`config.mk`:
```
export PLATFORM = sky130hd
export DESIGN_NAME = sdram_arbiter
export DESIGN_NICKNAME = d
export VERILOG_FILES = /design/src/rtl/sdram_arbiter.sv
export SDC_FILE = /design/constraint.sdc
export NUM_CORES = 1
export LEC_CHECK = 0
export ABC_AREA = 1
export BUFFER_PORTS_ARGS = -buffer_cell sky130_fd_sc_hd__buf_2
export CAP_MARGIN = 20
export CORE_ASPECT_RATIO = 2
export CORE_MARGIN = 5
export CORE_UTILIZATION = 44
export DETAILED_ROUTE_END_ITERATION = 6
export HOLD_SLACK_MARGIN = 0.05
export PLACE_DENSITY = 0.77
export SKIP_CTS_REPAIR_TIMING = 1
export SLEW_MARGIN = 20
export SYNTH_ARGS = -nofsm -noshare
export SYNTH_HDL_FRONTEND = slang
export SYNTH_SLANG_ARGS = --single-unit
export TNS_END_PERCENT = 20
```
`constraint.sdc`:
```
create_clock -name clk -period 1.6 [get_ports clk]
set_input_delay 0.32 -clock clk [delete_from_list [all_inputs] [get_ports clk]]
set_output_delay 0.32 -clock clk [all_outputs]
set_load 0.02 [all_outputs]
```
`src/rtl/sdram_arbiter.sv`:
```
// sdram_arbiter: shares one single-port SDRAM controller between the core's
// instruction-fetch port (I) and load/store port (D).
//
// Ports
//   clk, rst                    clock; asynchronous active-low reset
//   i_req/i_addr/i_width        I request (read only), held until i_ack
//   i_rdata/i_ack               I read data and one-cycle completion pulse
//   d_req/d_write/d_addr/
//   d_wdata/d_width             D request, held until d_ack
//   d_rdata/d_ack               D read data and one-cycle completion pulse
//   m_enable/m_addr/m_write/
//   m_wdata/m_width             request toward the controller
//   m_rdata/m_ready             controller read data and ready
//   owner                       port of the current or last grant (1 = D)
//   err                         sticky controller-stall flag
//
// D wins contention until it has taken FAIR_LIMIT grants in a row while I
// waited; a transaction stuck in WAIT_LO/WAIT_HI for TIMEOUT cycles parks the
// arbiter in ERROR until reset. Every output is registered.

package sdram_arbiter_pkg;
  localparam int unsigned ADDR_W = 24;
  localparam int unsigned DATA_W = 32;
  localparam int unsigned SIZE_W = 2;

  // Request fields latched at grant and held toward the controller
  typedef struct packed {
    logic              write;
    logic [ADDR_W-1:0] addr;
    logic [DATA_W-1:0] wdata;
    logic [SIZE_W-1:0] width;
  } mreq_t;
endpackage

module sdram_arbiter
  import sdram_arbiter_pkg::*;
#(
  parameter int unsigned FAIR_LIMIT = 4,
  parameter int unsigned TIMEOUT    = 1023
) (
  input  logic              clk,
  input  logic              rst,
  // instruction-fetch port
  input  logic              i_req,
  input  logic [ADDR_W-1:0] i_addr,
  input  logic [SIZE_W-1:0] i_width,
  output logic [DATA_W-1:0] i_rdata,
  output logic              i_ack,
  // load/store port
  input  logic              d_req,
  input  logic              d_write,
  input  logic [ADDR_W-1:0] d_addr,
  input  logic [DATA_W-1:0] d_wdata,
  input  logic [SIZE_W-1:0] d_width,
  output logic [DATA_W-1:0] d_rdata,
  output logic              d_ack,
  // controller side
  output logic              m_enable,
  output logic [ADDR_W-1:0] m_addr,
  output logic              m_write,
  output logic [DATA_W-1:0] m_wdata,
  output logic [SIZE_W-1:0] m_width,
  input  logic [DATA_W-1:0] m_rdata,
  input  logic              m_ready,
  // status
  output logic              owner,
  output logic              err
);

  localparam int unsigned FAIR_LOG = $clog2(FAIR_LIMIT + 1);
  localparam int unsigned FAIR_W   = (FAIR_LOG > 3) ? FAIR_LOG : 3;
  localparam int unsigned TMO_W    = 10;

  localparam logic [FAIR_W-1:0] FAIR_MAX = FAIR_W'(FAIR_LIMIT);
  localparam logic [TMO_W-1:0]  TMO_MAX  = TMO_W'(TIMEOUT);

  typedef enum logic [2:0] {
    IDLE    = 3'd0,
    ISSUE   = 3'd1,
    WAIT_LO = 3'd2,
    WAIT_HI = 3'd3,
    RESP    = 3'd4,
    ERROR   = 3'd5
  } state_t;

  state_t              state_q, state_d;
  mreq_t               mreq_q, mreq_d;
  logic [FAIR_W-1:0]   fair_q, fair_d;
  logic [TMO_W-1:0]    tmo_q, tmo_d;
  logic                m_enable_d;
  logic                owner_d;
  logic                err_d;
  logic                i_ack_d, d_ack_d;
  logic [DATA_W-1:0]   i_rdata_d, d_rdata_d;
  logic                pick_d;
  logic                tmo_hit;

  // D wins unless I is also waiting and D has used up its streak
  assign pick_d  = d_req && !(i_req && (fair_q == FAIR_MAX));
  assign tmo_hit = (tmo_q == TMO_MAX);

  assign m_addr  = mreq_q.addr;
  assign m_write = mreq_q.write;
  assign m_wdata = mreq_q.wdata;
  assign m_width = mreq_q.width;

  // Next-state and registered-output values
  always_comb begin
    state_d    = state_q;
    mreq_d     = mreq_q;
    fair_d     = fair_q;
    tmo_d      = tmo_q;
    m_enable_d = 1'b0;
    owner_d    = owner;
    err_d      = err;
    i_ack_d    = 1'b0;
    d_ack_d    = 1'b0;
    i_rdata_d  = i_rdata;
    d_rdata_d  = d_rdata;

    case (state_q)
      IDLE: begin
        if (!i_req) begin
          fair_d = '0;
        end
        // ready low (controller still initialising) blocks every grant
        if (m_ready && (i_req || d_req)) begin
          state_d    = ISSUE;
          m_enable_d = 1'b1;
          tmo_d      = '0;
          if (pick_d) begin
            owner_d = 1'b1;
            mreq_d  = '{write: d_write, addr: d_addr, wdata: d_wdata, width: d_width};
            if (i_req && (fair_q != FAIR_MAX)) begin
              fair_d = fair_q + FAIR_W'(1);
            end
          end else begin
            owner_d = 1'b0;
            mreq_d  = '{write: 1'b0, addr: i_addr, wdata: '0, width: i_width};
            fair_d  = '0;
          end
        end
      end

      // ready may be a stale 1 during refresh: hold enable until it drops
      ISSUE: begin
        if (m_ready) begin
          m_enable_d = 1'b1;
        end else begin
          state_d = WAIT_LO;
        end
      end

      WAIT_LO: begin
        if (tmo_hit) begin
          state_d = ERROR;
          err_d   = 1'b1;
        end else begin
          tmo_d = tmo_q + TMO_W'(1);
          if (m_ready) begin
            state_d = WAIT_HI;
          end
        end
      end

      // controller data is valid here; route it to the owner with its ack
      WAIT_HI: begin
        if (tmo_hit) begin
          state_d = ERROR;
          err_d   = 1'b1;
        end else begin
          tmo_d   = tmo_q + TMO_W'(1);
          state_d = RESP;
          if (owner) begin
            d_rdata_d = m_rdata;
            d_ack_d   = 1'b1;
          end else begin
            i_rdata_d = m_rdata;
            i_ack_d   = 1'b1;
          end
        end
      end

      RESP: begin
        state_d = IDLE;
      end

      ERROR: begin
        err_d = 1'b1;
      end

      default: begin
        state_d = IDLE;
      end
    endcase
  end

  // State and output registers
  always_ff @(posedge clk or negedge rst) begin
    if (!rst) begin
      state_q  <= IDLE;
      mreq_q   <= '0;
      fair_q   <= '0;
      tmo_q    <= '0;
      m_enable <= 1'b0;
      owner    <= 1'b0;
      err      <= 1'b0;
      i_ack    <= 1'b0;
      d_ack    <= 1'b0;
      i_rdata  <= '0;
      d_rdata  <= '0;
    end else begin
      state_q  <= state_d;
      mreq_q   <= mreq_d;
      fair_q   <= fair_d;
      tmo_q    <= tmo_d;
      m_enable <= m_enable_d;
      owner    <= owner_d;
      err      <= err_d;
      i_ack    <= i_ack_d;
      d_ack    <= d_ack_d;
      i_rdata  <= i_rdata_d;
      d_rdata  <= d_rdata_d;
    end
  end

endmodule

```
; Yosys cells after proc, flatten, opt, wreduce, memory -nomap -nowiden
; Cells that the tools add are included.
[op_classes]
add_sub_neg = 2
n_eq_ne = 12
muxes = 26
n_bitwise = 3
n_reduce_logical = 16
[op_table]
columns = op, count
row1 = two-way mux 59 bit, 1
row2 = two-way mux 3 bit, 8
row3 = two-way mux 10 bit, 2
row4 = one-hot mux 10 bit (2 select lines), 1
row5 = one-hot mux 3 bit (5 select lines), 1
row6 = two-way mux 1 bit, 11
row7 = adder 10 x 1 -> 10 bit (second input constant), 1
row8 = == test 10 bit (second input constant), 1
row9 = AND reduction 3 bit, 3
row10 = == test 3 x 2 -> 1 bit (second input constant), 2
row11 = == test 3 bit (second input constant), 2
row12 = != test 2 bit (second input constant), 3
row13 = != test 3 bit (second input constant), 2
row14 = logical AND 1 bit, 4
row15 = one-hot mux 1 bit (2 select lines), 2
row16 = AND reduction 2 bit, 2
row17 = AND reduction 4 bit, 1
row18 = nonzero test 2 bit, 2
row19 = adder 3 x 1 -> 3 bit (second input constant), 1
row20 = == test 3 x 1 -> 1 bit (second input constant), 1
row21 = logical NOT 3 bit, 1
row22 = NOT 1 bit, 3
row23 = != test 2 x 1 -> 1 bit (second input constant), 1
row24 = OR reduction 2 bit, 1
row25 = other kinds (2), 2
[totals]
reg_bits = 144
out_inout_bits = 128

; Logic depth before layout (Yosys ltp)
[logic_depth]
depth_word = 6
depth_mapped = 9

; Worst setup path before layout
; No wires, ideal clock.
[synth_timing]
path_type = register to register
start = register fair_q[0]
end = register mreq_q (netlist bit m_wdata[1])
setup_time_ps = 120
t_arrival_ps = 1375
required_time_ps = 1480
slack_ps = 104
path_stages_with_launch = 9
path_cell_list = dfrtp_1 > inv_1 > ha_1 > nand3_1 > nand2_1 > clkinv_1 > clkbuf_1 > nand3_1 > nand2_1
[synth_via]
elab_chain_cells = 5
[synth_rtl]
columns = element, line
row1 = from (decl), 88  ; logic [FAIR_W-1:0] fair_q, fair_d;
row2 = from (signal assigned), 215  ; fair_q <= fair_d;
row3 = == test 3 bit, 99  ; assign pick_d = d_req && !(i_req && (fair_q == FAIR_MAX));
row4 = logical AND 1 bit, 99
row5 = logical NOT 1 bit, 99
row6 = logical AND 1 bit, 99
row7 = two-way mux 59 bit, 131  ; if (pick_d) begin
row8 = to (signal assigned), 214  ; mreq_q <= mreq_d;
row9 = to (decl), 87  ; mreq_t mreq_q, mreq_d;
; Every way passes these cells.
; A chain may end at the register's enable or synchronous reset.

; Worst setup path after layout
[layout_timing]
start = register tmo_q[1]
end = register i_rdata[8]
[layout_via]
elab_chain_cells = 3
[layout_rtl]
columns = element, line
row1 = from (decl), 89  ; logic [TMO_W-1:0] tmo_q, tmo_d;
row2 = from (signal assigned), 216  ; tmo_q <= tmo_d;
row3 = == test 10 bit, 100  ; assign tmo_hit = (tmo_q == TMO_MAX);
row4 = NOT 1 bit (no source line), n/a
row5 = AND reduction 3 bit (no source line), n/a
row6 = to (signal assigned), 222  ; i_rdata <= i_rdata_d;
row7 = to (decl), 47  ; output logic [DATA_W-1:0] i_rdata,
; Every way passes these cells.

==> results.py <==
metrics = {
    "outcome": {
        "status": "finished clean",
    },
    "cts": {
        "clk_path_buf_depth": 2,
        "numCtsBuffers": 17,
        "cts-root-buf": "clkbuf_16",
        "clk_pin_slew_ns": 0.06,
        "cts_sinks": 144,
        "cts_tree": "built",
        "clk_latency_ns": 0.40,
        "cts-htree-levels": 4,
    },
    "setup_path": {
        "end_kind": "flop",
        "crit_top_cell": "nand3_4",
        "critPathSlowestCell": "dfrtp_1",
        "crit_chain": "ha_2, nand2_2, nor2_4, nand3_4, nand3_4, buf_12, buf_6, nand2_1, o21ai_1",
        "cp.required_ns": 1.92,
        "worst-r2r-setup-slack_ns": 0.03,
        "worstSetupStartpointType": "flop",
        "path_class": "flop to flop",
        "cp_top_family": "simple AND/OR/NAND/NOR gates",
        "reg2reg_depth": 9,
        "crit_fanout": 7,
        "critPathBufInv": 2,
        "rr_endpoint": "i_rdata[8]$_DFFE_PN0P_",
        "reg2reg_from": "tmo_q[1]$_DFFE_PN0P_",
        "cpPeakStageDelay_ns": 0.36,
        "critPathArrivalTime_ns": 1.90,
    },
    "synthesis": {
        "netlist_instances": 682,
        "async_flop_share_pct": 100,
        "yosysTopAreaCell": "dfrtp_1",
        "synth.cell_area_um2": 6140,
        "yosysMostFrequentCell": "nand2_1",
        "ys_ff_latch": 144,
        "synth_nets": 807,
        "synthTopCellsByCount": "nand2_1, dfrtp_1, o21ai_0, inv_1, nor2_1",
        "synth_area_leaders": "dfrtp_1, nand2_1, o21ai_0",
        "ys.flop_type": "dfrtp_1",
        "yosysWarnings": 0,
        "synth.avg_cell_area_um2": 9.00,
        "yosysTopAreaCellShare_pct": 58.7,
        "synth-seq-area-share_pct": 58.7,
        "synth_edf_count": 0,
        "synth_cell_type_count": 30,
    },
    "drt": {
        "drc_errors": 0,
        "wl_per_cell_um": 15.6,
        "firstDrtPassIters": 5,
        "ant_nets": 0,
        "post_drt_via_cell_ratio": 4.89,
        "routed_wl_um": 18000,
        "first_iter_violations": 191,
        "route.vias.total": 5644,
    },
    "place": {
        "io_buffers": 249,
        "placed_cells": 1107,
        "place_hpwl_um": 12200,
        "place.gp.congestion": 0.804,
    },
    "pwr": {
        "power_uw": 18300,
        "ir_worst_vdd_v": 0.00118,
        "p_leak_uw": 0.00467,
        "powerDensity_nw_per_um2": 2090,
    },
    "timing": {
        "hold_viol_final": 0,
        "tightest_slew_ns": 0.391,
        "fin_crit_sh_pct": 98.4,
        "slew_viol_final": 0,
        "fmax_ghz": 0.635,
        "setup_viol": 0,
        "relSlewSlack_pct": 73.8,
        "fin_crit_ns": 1.57,
        "rsz0062_at_grt": "true",
        "finClkSkew_ns": 0.00988,
    },
    "grt": {
        "grt_max_degree": 49,
        "grt.total_usage_pct": 20.4,
        "met3_usage_pct": 4.64,
        "antenna_found_initial": 0,
        "grt_use_met1_pct": 23.6,
        "grt.busiest_layer": "met2",
        "overflow": 0,
        "grt_pass1_wl_um": 26800,
        "use_met2_pct": 36.7,
        "grt_pass1_vias": 5636,
    },
    "hold_path": {
        "worstHoldStart": "d_wdata[30]",
        "min_path_cells": 3,
        "min_to": "m_wdata[30]$_DFFE_PN0P_",
        "hold_path_class": "primary input to flop",
    },
    "run": {
        "drv_cap": 0,
    },
    "final_layout": {
        "diodes": 0,
        "final_nets": 1079,
        "fin_cells": 1154,
        "utilization_pct": 63.1,
        "area_growth_pct": 42.1,
        "drive_above_1_share_pct": 38.7,
    },
    "die": {
        "io_pins": 250,
        "rows": 61,
        "die_x_um": 93.5,
        "core_um2": 13800,
        "dieArea_um2": 16600,
        "initial_core_util_pct": 44.4,
        "fp.dieH_um": 177,
    },
}
[power breakdown]
part / internal [uW] / switching (uW) / total (uW)
clock network: 2600 / 1530 / 4130
registers: 5260 / 887 / 6150
logic: 2960 / 5020 / 7980
total: 10800 / 7440 / 18300
[cell usage in the layout, fill, tap and decap left out, types with 2 or more instances in the layout]
| cell | n |
|---|---|
| a21oi_1 | 3 |
| a31oi_1 | 27 |
| buf_12 | 11 |
| buf_2 | 248 |
| buf_4 | 19 |
| buf_6 | 5 |
| bufinv_16 | 4 |
| clkbuf_16 | 24 |
| clkinv_2 | 2 |
| clkinv_4 | 2 |
| clkinvlp_4 | 3 |
| dfrtp_1 | 144 |
| ha_1 | 2 |
| inv_1 | 51 |
| inv_2 | 2 |
| inv_6 | 2 |
| nand2_1 | 169 |
| nand2_2 | 22 |
| nand2_4 | 2 |
| nand3_1 | 40 |
| nand3_4 | 3 |
| nand4_1 | 2 |
| nor2_1 | 44 |
| nor2_2 | 4 |
| nor2_4 | 2 |
| nor3_1 | 2 |
| o211ai_1 | 2 |
| o21ai_0 | 60 |
| o21ai_1 | 35 |
| o21ai_2 | 14 |
| o21bai_1 | 3 |
| or2_2 | 2 |
| xor2_1 | 3 |
[cell families after synthesis]
family	Yosys count	synth area share [%]
XOR/XNOR	3	0.428
AO/OA/AOI/OAI	146	12.8
AND/OR/NAND/NOR	293	19.9
adder cells (fa/ha/maj)	3	0.612
buffers and inverters	93	7.54
flip-flops	144	58.7
[layout make-up]
cell class | count | area (um^2)
inverter | 54 | 203
clock inverter | 13 | 188
sequential | 144 | 3600
multi-input combinational | 445 | 2200
timing repair buffer | 292 | 1860
tap | 189 | 236
fill | 1200 | 5090
clock buffer | 17 | 425
[worst max-delay path by stage]
stage	depth (start not counted)	end	startpoint
global placement	6	m_addr[1]$_DFFE_PN0P_	state_q[2]$_DFFE_PN0P_
floorplan	8	m_wdata[1]$_DFFE_PN0P_	fair_q[0]$_DFFE_PN0N_
detailed placement	7	d_rdata[27]$_DFFE_PN0P_	tmo_q[1]$_DFFE_PN0P_
finish	9	i_rdata[8]$_DFFE_PN0P_	tmo_q[1]$_DFFE_PN0P_
global route	9	i_rdata[22]$_DFFE_PN0P_	tmo_q[1]$_DFFE_PN0P_
CTS	8	i_rdata[4]$_DFFE_PN0P_	tmo_q[1]$_DFFE_PN0P_
[layer usage]
layer / part of all wire (%) / wire (um) / vias to the layer above
met4: 1.5 / 269 / 0
li1: - / - / 2767
met2: 55 / 9880 / 227
met3: 6.4 / 1150 / 17
met5: 0 / 0 / -
met1: 37 / 6720 / 2633
[stage by stage]
| stage | TNS [ns] | hold slack, ns | instance area [um^2] | setup WS (ns) |
|---|---|---|---|---|
| floorplan | 0 | 0.0244 | 6140 | 0.104 |
| global placement | 0 | 0.239 | 7680 | 0.144 |
| detailed placement | 0 | 0.241 | 7680 | 0.0861 |
| CTS | 0 | -0.203 | 8300 | 0.0591 |
| global route | -1.03 | 0.129 | 8720 | -0.0652 |
| finish | 0 | 0.132 | 8720 | 0.0263 |
[sequential cells by signal (all words and copies together) (netlist names)]
| signal | flops |
|---|---|
| m_wdata | 32 |
| fair_q | 3 |
| owner | 1 |
| state_q | 3 |
| m_addr | 24 |
| tmo_q | 10 |
| m_width | 2 |
| d_rdata | 32 |
| d_ack | 1 |
| m_write | 1 |
| m_enable | 1 |
| i_ack | 1 |
| err | 1 |
| i_rdata | 32 |
[worst register-to-register path, delay by kind of cell, from the launching register on]
| family | cells | cell delay [ns] |
|---|---|---|
| adder cells (fa/ha/maj) | 1 | 0.19 |
| AND/OR/NAND/NOR | 5 | 0.58 |
| flip-flops | 1 | 0.36 |
| buffers and inverters | 2 | 0.30 |
| AO/OA/AOI/OAI | 1 | 0.08 |
(Power assumes the default switching activity.)
